$ cat src/rtl/pipe_issuer.sv
// Issues operand pairs into a fixed-latency external pipeline and buffers its results in an in-order FIFO.
// Optional result self-check is enabled by defining PIPE_ISSUER_CHECK_EN.
module pipe_issuer #(
  parameter int DWIDTH  = 8,
  parameter int LATENCY = 2,
  parameter int DEPTH   = 4
) (
  input  logic              clk,
  input  logic              rst,
  input  logic              in_valid_i,
  output logic              in_ready_o,
  input  logic [DWIDTH-1:0] op1_i,
  input  logic [DWIDTH-1:0] op2_i,
  output logic [DWIDTH-1:0] pipe_op1_o,
  output logic [DWIDTH-1:0] pipe_op2_o,
  input  logic [DWIDTH-1:0] pipe_res_i,
  output logic              out_valid_o,
  input  logic              out_ready_i,
  output logic [DWIDTH-1:0] out_res_o,
  output logic              out_err_o,
  output logic              idle_o
);

  localparam int PW = (DEPTH > 1) ? $clog2(DEPTH) : 1;
  localparam int CW = $clog2(DEPTH + 1);
  localparam int SW = $clog2(DEPTH + LATENCY + 1);

  logic [LATENCY-1:0] r_vld;
  logic [PW-1:0]      r_wr;
  logic [PW-1:0]      r_rd;
  logic [CW-1:0]      r_cnt;
  logic [DWIDTH-1:0]  r_mem [DEPTH];

  logic          w_accept;
  logic          w_push;
  logic          w_pop;
  logic [SW-1:0] w_inflight;

  always_comb begin
    w_inflight = '0;
    for (int unsigned i = 0; i < LATENCY; i++) begin
      w_inflight = w_inflight + SW'(r_vld[i]);
    end
  end

  // Credit check uses registered occupancy only: a pop this cycle frees space next cycle.
  assign in_ready_o  = (SW'(r_cnt) + w_inflight) < SW'(DEPTH);
  assign w_accept    = in_valid_i & in_ready_o;
  assign w_push      = r_vld[LATENCY-1];
  assign out_valid_o = (r_cnt != '0);
  assign w_pop       = out_valid_o & out_ready_i;
  assign out_res_o   = out_valid_o ? r_mem[r_rd] : '0;
  assign idle_o      = (w_inflight == '0) && (r_cnt == '0);

  always_ff @(posedge clk) begin
    if (rst) begin
      r_vld      <= '0;
      pipe_op1_o <= '0;
      pipe_op2_o <= '0;
      r_wr       <= '0;
      r_rd       <= '0;
      r_cnt      <= '0;
    end else begin
      r_vld      <= (r_vld << 1) | LATENCY'(w_accept);
      pipe_op1_o <= w_accept ? op1_i : '0;
      pipe_op2_o <= w_accept ? op2_i : '0;
      if (w_push) r_wr <= r_wr + 1'b1;
      if (w_pop)  r_rd <= r_rd + 1'b1;
      case ({w_push, w_pop})
        2'b10:   r_cnt <= r_cnt + 1'b1;
        2'b01:   r_cnt <= r_cnt - 1'b1;
        default: r_cnt <= r_cnt;
      endcase
    end
  end

  always_ff @(posedge clk) begin
    if (w_push) r_mem[r_wr] <= pipe_res_i;
  end

`ifdef PIPE_ISSUER_CHECK_EN
  logic [DWIDTH-1:0] r_exp [LATENCY];
  logic [DEPTH-1:0]  r_err_mem;

  // (op1+op2)-op1 reduces to op2 modulo 2^DWIDTH, so only op2 travels alongside the beat.
  always_ff @(posedge clk) begin
    r_exp[0] <= op2_i;
    for (int unsigned i = 1; i < LATENCY; i++) begin
      r_exp[i] <= r_exp[i-1];
    end
    if (w_push) r_err_mem[r_wr] <= (pipe_res_i != r_exp[LATENCY-1]);
  end

  assign out_err_o = out_valid_o & r_err_mem[r_rd];
`else
  assign out_err_o = 1'b0;
`endif

endmodule

$ cat config.mk
export PLATFORM = sky130hd
export DESIGN_NAME = pipe_issuer
export DESIGN_NICKNAME = d
export VERILOG_FILES = /design/src/rtl/pipe_issuer.sv
export SDC_FILE = /design/constraint.sdc
export NUM_CORES = 1
export LEC_CHECK = 0
export ABC_AREA = 0
export CORE_MARGIN = 3
export CORE_UTILIZATION = 25
export DETAILED_ROUTE_END_ITERATION = 10
export PLACE_DENSITY_LB_ADDON = 0.1
export SLEW_MARGIN = 0
export SYNTH_ARGS = -nofsm -noshare
export SYNTH_HDL_FRONTEND = slang
export SYNTH_SLANG_ARGS = --single-unit
$ cat constraint.sdc
create_clock -name clk -period 4.1 [get_ports clk]
set_input_delay 0.41 -clock clk [delete_from_list [all_inputs] [get_ports clk]]
set_output_delay 0.41 -clock clk [all_outputs]
set_load 0.01 [all_outputs]
==> flow_metrics.tcl, run 1 <==
set metrics [dict create \
    status "complete, no violations" \
    maxSlewHeadroom_pct 60.7 \
    crit_path_max_incr_delay_ps 650 \
    max_freq_mhz 329 \
    crit_path_top_delay_cell "clkdlybuf4s50_1" \
    cts_resized 0 \
    startpoint "r_vld[1]" \
    yosysWarnings 0 \
    wirelength_um 4460 \
    path_cells "ha_1, ha_1, a31oi_2, xor2_2, clkdlybuf4s50_1" \
    ios 56 \
    io_buffers 54 \
    clk_latency_ps 330 \
    period_share_pct 74.0 \
    min-delay-start "r_vld[0]" \
    dp_hpwl_um 3130 \
    cts_buffers 9 \
    vdd_ir_drop_max_mv 0.183 \
    coreArea_sq_mm 0.00846 \
    die_x_um 101 \
    path_delay_family "buffers and inverters" \
    rows 33 \
    die_area_sq_mm 0.0102 \
    drtAntennaViolNets 0 \
    clock-sinks 59 \
    final_layout_size_suffix_gt1_share_pct 16.9 \
    crit_type "flop to output pin" \
    setup_violations 0 \
    grt_max_degree 19 \
    rrSetupSlack_ps 2110 \
    skew_ps 7.39 \
    grt_use_met1_pct 11.5 \
    rsz0062_at_grt "false" \
    syn_area_per_cell_sq_um 15.1 \
    whs_path_depth 2 \
    first_pass_iters 4 \
    grt_remaining_overflow 0 \
    hold_viol_final 0 \
    required_ps 3690 \
    htree_levels 3 \
    clk_path_buf_depth 2 \
    routedWlPerCell_um 14.0 \
    place_congestion 0.748 \
    synth_edf_count 32 \
    cap_violations 0 \
    viasPerCell 4.17 \
    post_cts_buffers 0 \
    netlist_area_sq_mm 0.00225 \
    synth_ff_type "edfxtp_1" \
    tns_ps 0 \
    path_buf_inv 1 \
    worstPathArrival_ps 2630 \
    r2r_end "pipe_op2_o[3]" \
    ys_seq_elements 59 \
    ys_types 29 \
    yosysSeqAreaShare_pct 66.7 \
    min_delay_worst_endpoint "r_vld[1]" \
    area_growth_pct 37.8 \
    startpoint_type "flop" \
    slew_violations 0 \
    critPathMaxFanout 18 \
    drc 0 \
    track_usage_pct 9.90 \
    p_leak_nw 1.14 \
    gr-max-usage-layer "met2" \
    cpMostUsedCell "ha_1" \
    cts_tree "done" \
    root_buffer "clkbuf_8" \
    met3_usage_pct 3.25 \
    hold_class "flop to flop" \
    grt_pass1_vias 1457 \
    fin_crit_ps 3040 \
    die_h_um 101 \
    num_vias 1325 \
    holdBufCountCts 0 \
    syn-num-nets 186 \
    grt_antenna_before_repair 0 \
    drtIter0Drc 55 \
    clkSlewWorstSetupHoldPaths_ps 70 \
    syn_inst 149 \
    initial_utilization_pct 26.6 \
    nets 245 \
    place_area_sq_mm 0.00288 \
    worstMarginPinSlew_ps 588 \
    synthArstFlopShare_pct 0 \
    antenna_cells 0 \
    endpoint_kind "output pin" \
    grt_pass1_wl_um 7350 \
    design_area_sq_mm 0.00310 \
    p_per_area_mw_per_mm2 534 \
    r2r_start "r_vld[1]" \
    met2_usage_pct 15.8 \
    r2r_cells 5 \
]
==> synthesized netlist by cell type (3+ instances only) <==
master / n / area (sq um)
nor2_1: 8 / 30.0
and3_1: 8 / 50.1
xor2_1: 3 / 26.3
inv_1: 9 / 33.8
a21oi_1: 3 / 15.0
nor2b_1: 8 / 50.1
edfxtp_1: 32 / 961
and3_2: 8 / 60.1
and2_1: 5 / 31.3
dfxtp_1: 27 / 541
clkbuf_1: 3 / 11.3
mux4_2: 8 / 180
ha_1: 8 / 100
==> worst max-delay path by stage <==
stage	endpoint	slack [ps]	cells past startpoint
after global placement	in_ready_o	1510	5
after global routing	in_ready_o	790	5
final	in_ready_o	1060	5
after CTS	in_ready_o	990	5
after detailed placement	in_ready_o	1380	5
after floorplan	in_ready_o	2260	5
==> worst min-delay path, delay by kind of cell, from the launching register on <==
kind / cells / cell delay [ps]
flops: 1 / 320
buf+inv: 1 / 80
simple gates: 1 / 50
==> cell families (layout without fill, tap and decap cells) <==
logic type | count (synthesis) | after routing | share of synthesized area, %
DFF | 59 | 59 | 66.7
and+or+nand+nor | 43 | 43 | 11.5
buffers and inverters | 16 | 80 | 3.56
adders and majority gates | 9 | 9 | 5.34
muxes | 9 | 9 | 8.45
AOI/OAI and AO/OA | 7 | 7 | 2.00
xor gates and xnor gates | 5 | 5 | 2.28
other | 1 | 1 | 0.167
==> final cells by class <==
| class | count | area (sq um) |
|---|---|---|
| clock buffer | 9 | 124 |
| clock inverter | 7 | 92.6 |
| fill | 811 | 5370 |
| inverter | 9 | 33.8 |
| multi-input combinational | 74 | 668 |
| sequential | 59 | 1500 |
| tap | 105 | 131 |
| timing repair buffer | 55 | 548 |
==> stage by stage <==
| step | power [W] | hold WS, ps | worst slack [ps] | cells | util [%] |
|---|---|---|---|---|---|
| finish | 0.00166 | 478 | 1060 | 318 | 36.6 |
| global route | 0.00175 | 495 | 792 | 318 | 36.6 |
| CTS | 0.00169 | 481 | 993 | 318 | 36.6 |
| detailed placement | 0.00111 | 470 | 1380 | 302 | 34.1 |
| global placement | 0.00110 | 449 | 1510 | 302 | 34.1 |
| floorplan | 0.000915 | 440 | 2260 | 149 | - |
==> where the power goes <==
group	switching (W)	leakage (nW)	total (W)	internal (W)
Clock	0.000226	0.113	0.000567	0.000340
Sequential	0.0000444	0.510	0.000701	0.000657
Combinational	0.000165	0.516	0.000389	0.000224
Total	0.000435	1.14	0.00166	0.00122
==> state kept, by name, indices dropped and copies added (netlist names), named ones only <==
name and cells:
pipe_op1_o 8, pipe_op2_o 8, r_cnt 3, r_mem 32
r_rd 2, r_vld 2, r_wr 2
==> metal layers <==
layer,wire [um],up-vias
met2,2330,32
li1,-,642
met5,0,-
met1,1850,644
met3,212,7
met4,72,0
==> placed cells by master, fill, tap and decap left out, drive strengths merged, types with 2 or more instances in the layout <==
cell type and instances:
edfxtp 32, o21ai 2, a21oi 3, clkinv 5, clkbuf 9, clkdlybuf4s50 54
inv 9, mux4 8, dfxtp 27, xor2 4, ha 8, or3 2
and3 16, and2 6, nor2 8, nor2b 8, bufinv 2
Note: power is estimated with default switching activity, not from simulation.
==> run 2: changes to the inputs <==
- clock period: 4.1 -> 2.5 ns (I/O delays scaled with it)
==> flow_metrics.tcl, run 2 (synthesis results as in run 1) <==
set metrics [dict create \
    hold_class "flop to flop" \
    final_cell_mix "clkdlybuf4s50_1 (53), edfxtp_1 (32), dfxtp_1 (26)" \
    design_area_sq_mm 0.00306 \
    tns_ps 0 \
    wirelength_um 4620 \
    htree_levels 3 \
    die_area_sq_mm 0.0102 \
    grt_antenna_before_repair 0 \
    mostFrequentLayoutCell "clkdlybuf4s50_1" \
    cts_buffers 9 \
    largest_register_ffs 32 \
    grt_remaining_overflow 0 \
    p_leak_nw 1.11 \
    area_growth_pct 36.1 \
    fillers 822 \
    rsz0062_at_grt "false" \
    clk_latency_ps 320 \
    period_share_pct 89.9 \
    worstPathArrival_ps 2000 \
    max_freq_mhz 445 \
    die_h_um 101 \
    drtAntennaViolNets 0 \
    postLayoutSetupSlackWorst_ps 252 \
    fin_cells 320 \
    num_vias 1352 \
    cap_violations 0 \
    io_buffers 54 \
    grt_pass1_wl_um 7430 \
    hold_viol_final 0 \
    cts_tree "done" \
    grt_pass1_vias 1412 \
    slew_violations 0 \
    skew_ps 9.10 \
    dp_slack_ps 287 \
    coreArea_sq_mm 0.00846 \
    crit_type "flop to output pin" \
    final_util_pct 36.2 \
    nets 247 \
    dp_hpwl_um 3230 \
    vdd_ir_drop_max_mv 0.411 \
    startpoint_type "flop" \
    antenna_cells 0 \
    clkSlewWorstSetupHoldPaths_ps 70 \
    clock-sinks 59 \
    routedWlPerCell_um 14.4 \
    rrSetupSlack_ps 500 \
    place_area_sq_mm 0.00290 \
    drtIter0Drc 56 \
    initial_utilization_pct 26.6 \
    placed_cells 304 \
    status "complete, no violations" \
    viasPerCell 4.23 \
    fin_crit_ps 2250 \
    required_ps 2250 \
    first_pass_iters 4 \
    ios 56 \
    die_x_um 101 \
    setup_violations 0 \
    clk_path_buf_depth 2 \
    endpoint_kind "output pin" \
    place_congestion 0.733 \
    grt_max_degree 18 \
    top_regs "r_mem: 32 flops, pipe_op1_o: 8 flops, pipe_op2_o: 8 flops" \
    rows 33 \
    r2r_start "r_cnt[2]" \
    track_usage_pct 9.90 \
    final_layout_size_suffix_gt1_share_pct 16.7 \
    root_buffer "clkbuf_8" \
    p_per_area_mw_per_mm2 822 \
    min-delay-start "r_vld[0]" \
    largest-register "r_mem" \
    drc 0 \
    holdBufCountCts 0 \
    critPathMaxFanout 8 \
]
==> run 2: what timing repair did <==
item	CTS	global route
endpoints found under the hold margin	0	0
gates resized for setup	1	1
setup endpoints to repair	1	1
buffers inserted	0	0
==> run 2: final cells by class <==
class / instances / area (sq um) / share of cell area, %
flip-flops and latches: 59 / 1500 / 49.1
multi-input cells: 74 / 668 / 21.8
repair buffers: 57 / 566 / 18.5
well taps: 105 / 131 / 4.29
clock buffers: 10 / 128 / 4.17
inverters: 9 / 33.8 / 1.10
clock inverters: 6 / 32.5 / 1.06
==> run 2: power breakdown <==
group	switching (W)	total (W)	internal [W]	leakage, nW
Clock	0.000355	0.000703	0.000349	0.0771
Combinational	0.000309	0.000689	0.000380	0.525
Sequential	0.0000457	0.00112	0.00108	0.510
==> run 2: final timing paths <==
check                       to  depth (start not counted)
hold reg to reg       r_vld[1]                          2
hold / removal        r_vld[1]                          2
setup / recovery  out_res_o[4]                          4
setup reg to reg      r_cnt[2]                          8
==> run 2: layer usage <==
metal  global-route usage [%]  wire length, um  up-vias
li1                         -                -      643
met1                     11.1             1950      670
met5                        0                0        -
met3                     3.18              198        5
met4                     4.97               61        0
met2                     16.8             2420       34
==> run 2: per-stage QoR <==
stage               hold slack [ps]  total power, W
finish                          469         0.00252
global route                    472         0.00267
CTS                             459         0.00257
detailed placement              465         0.00185
global placement                449         0.00183
floorplan                       349         0.00150
==> run 2: critical path: stages (launching register included) <==
cell and delay (ps):
dfxtp_1 320, buf_4 210, mux4_2 500, nor2b_1 160
clkdlybuf4s50_1 480
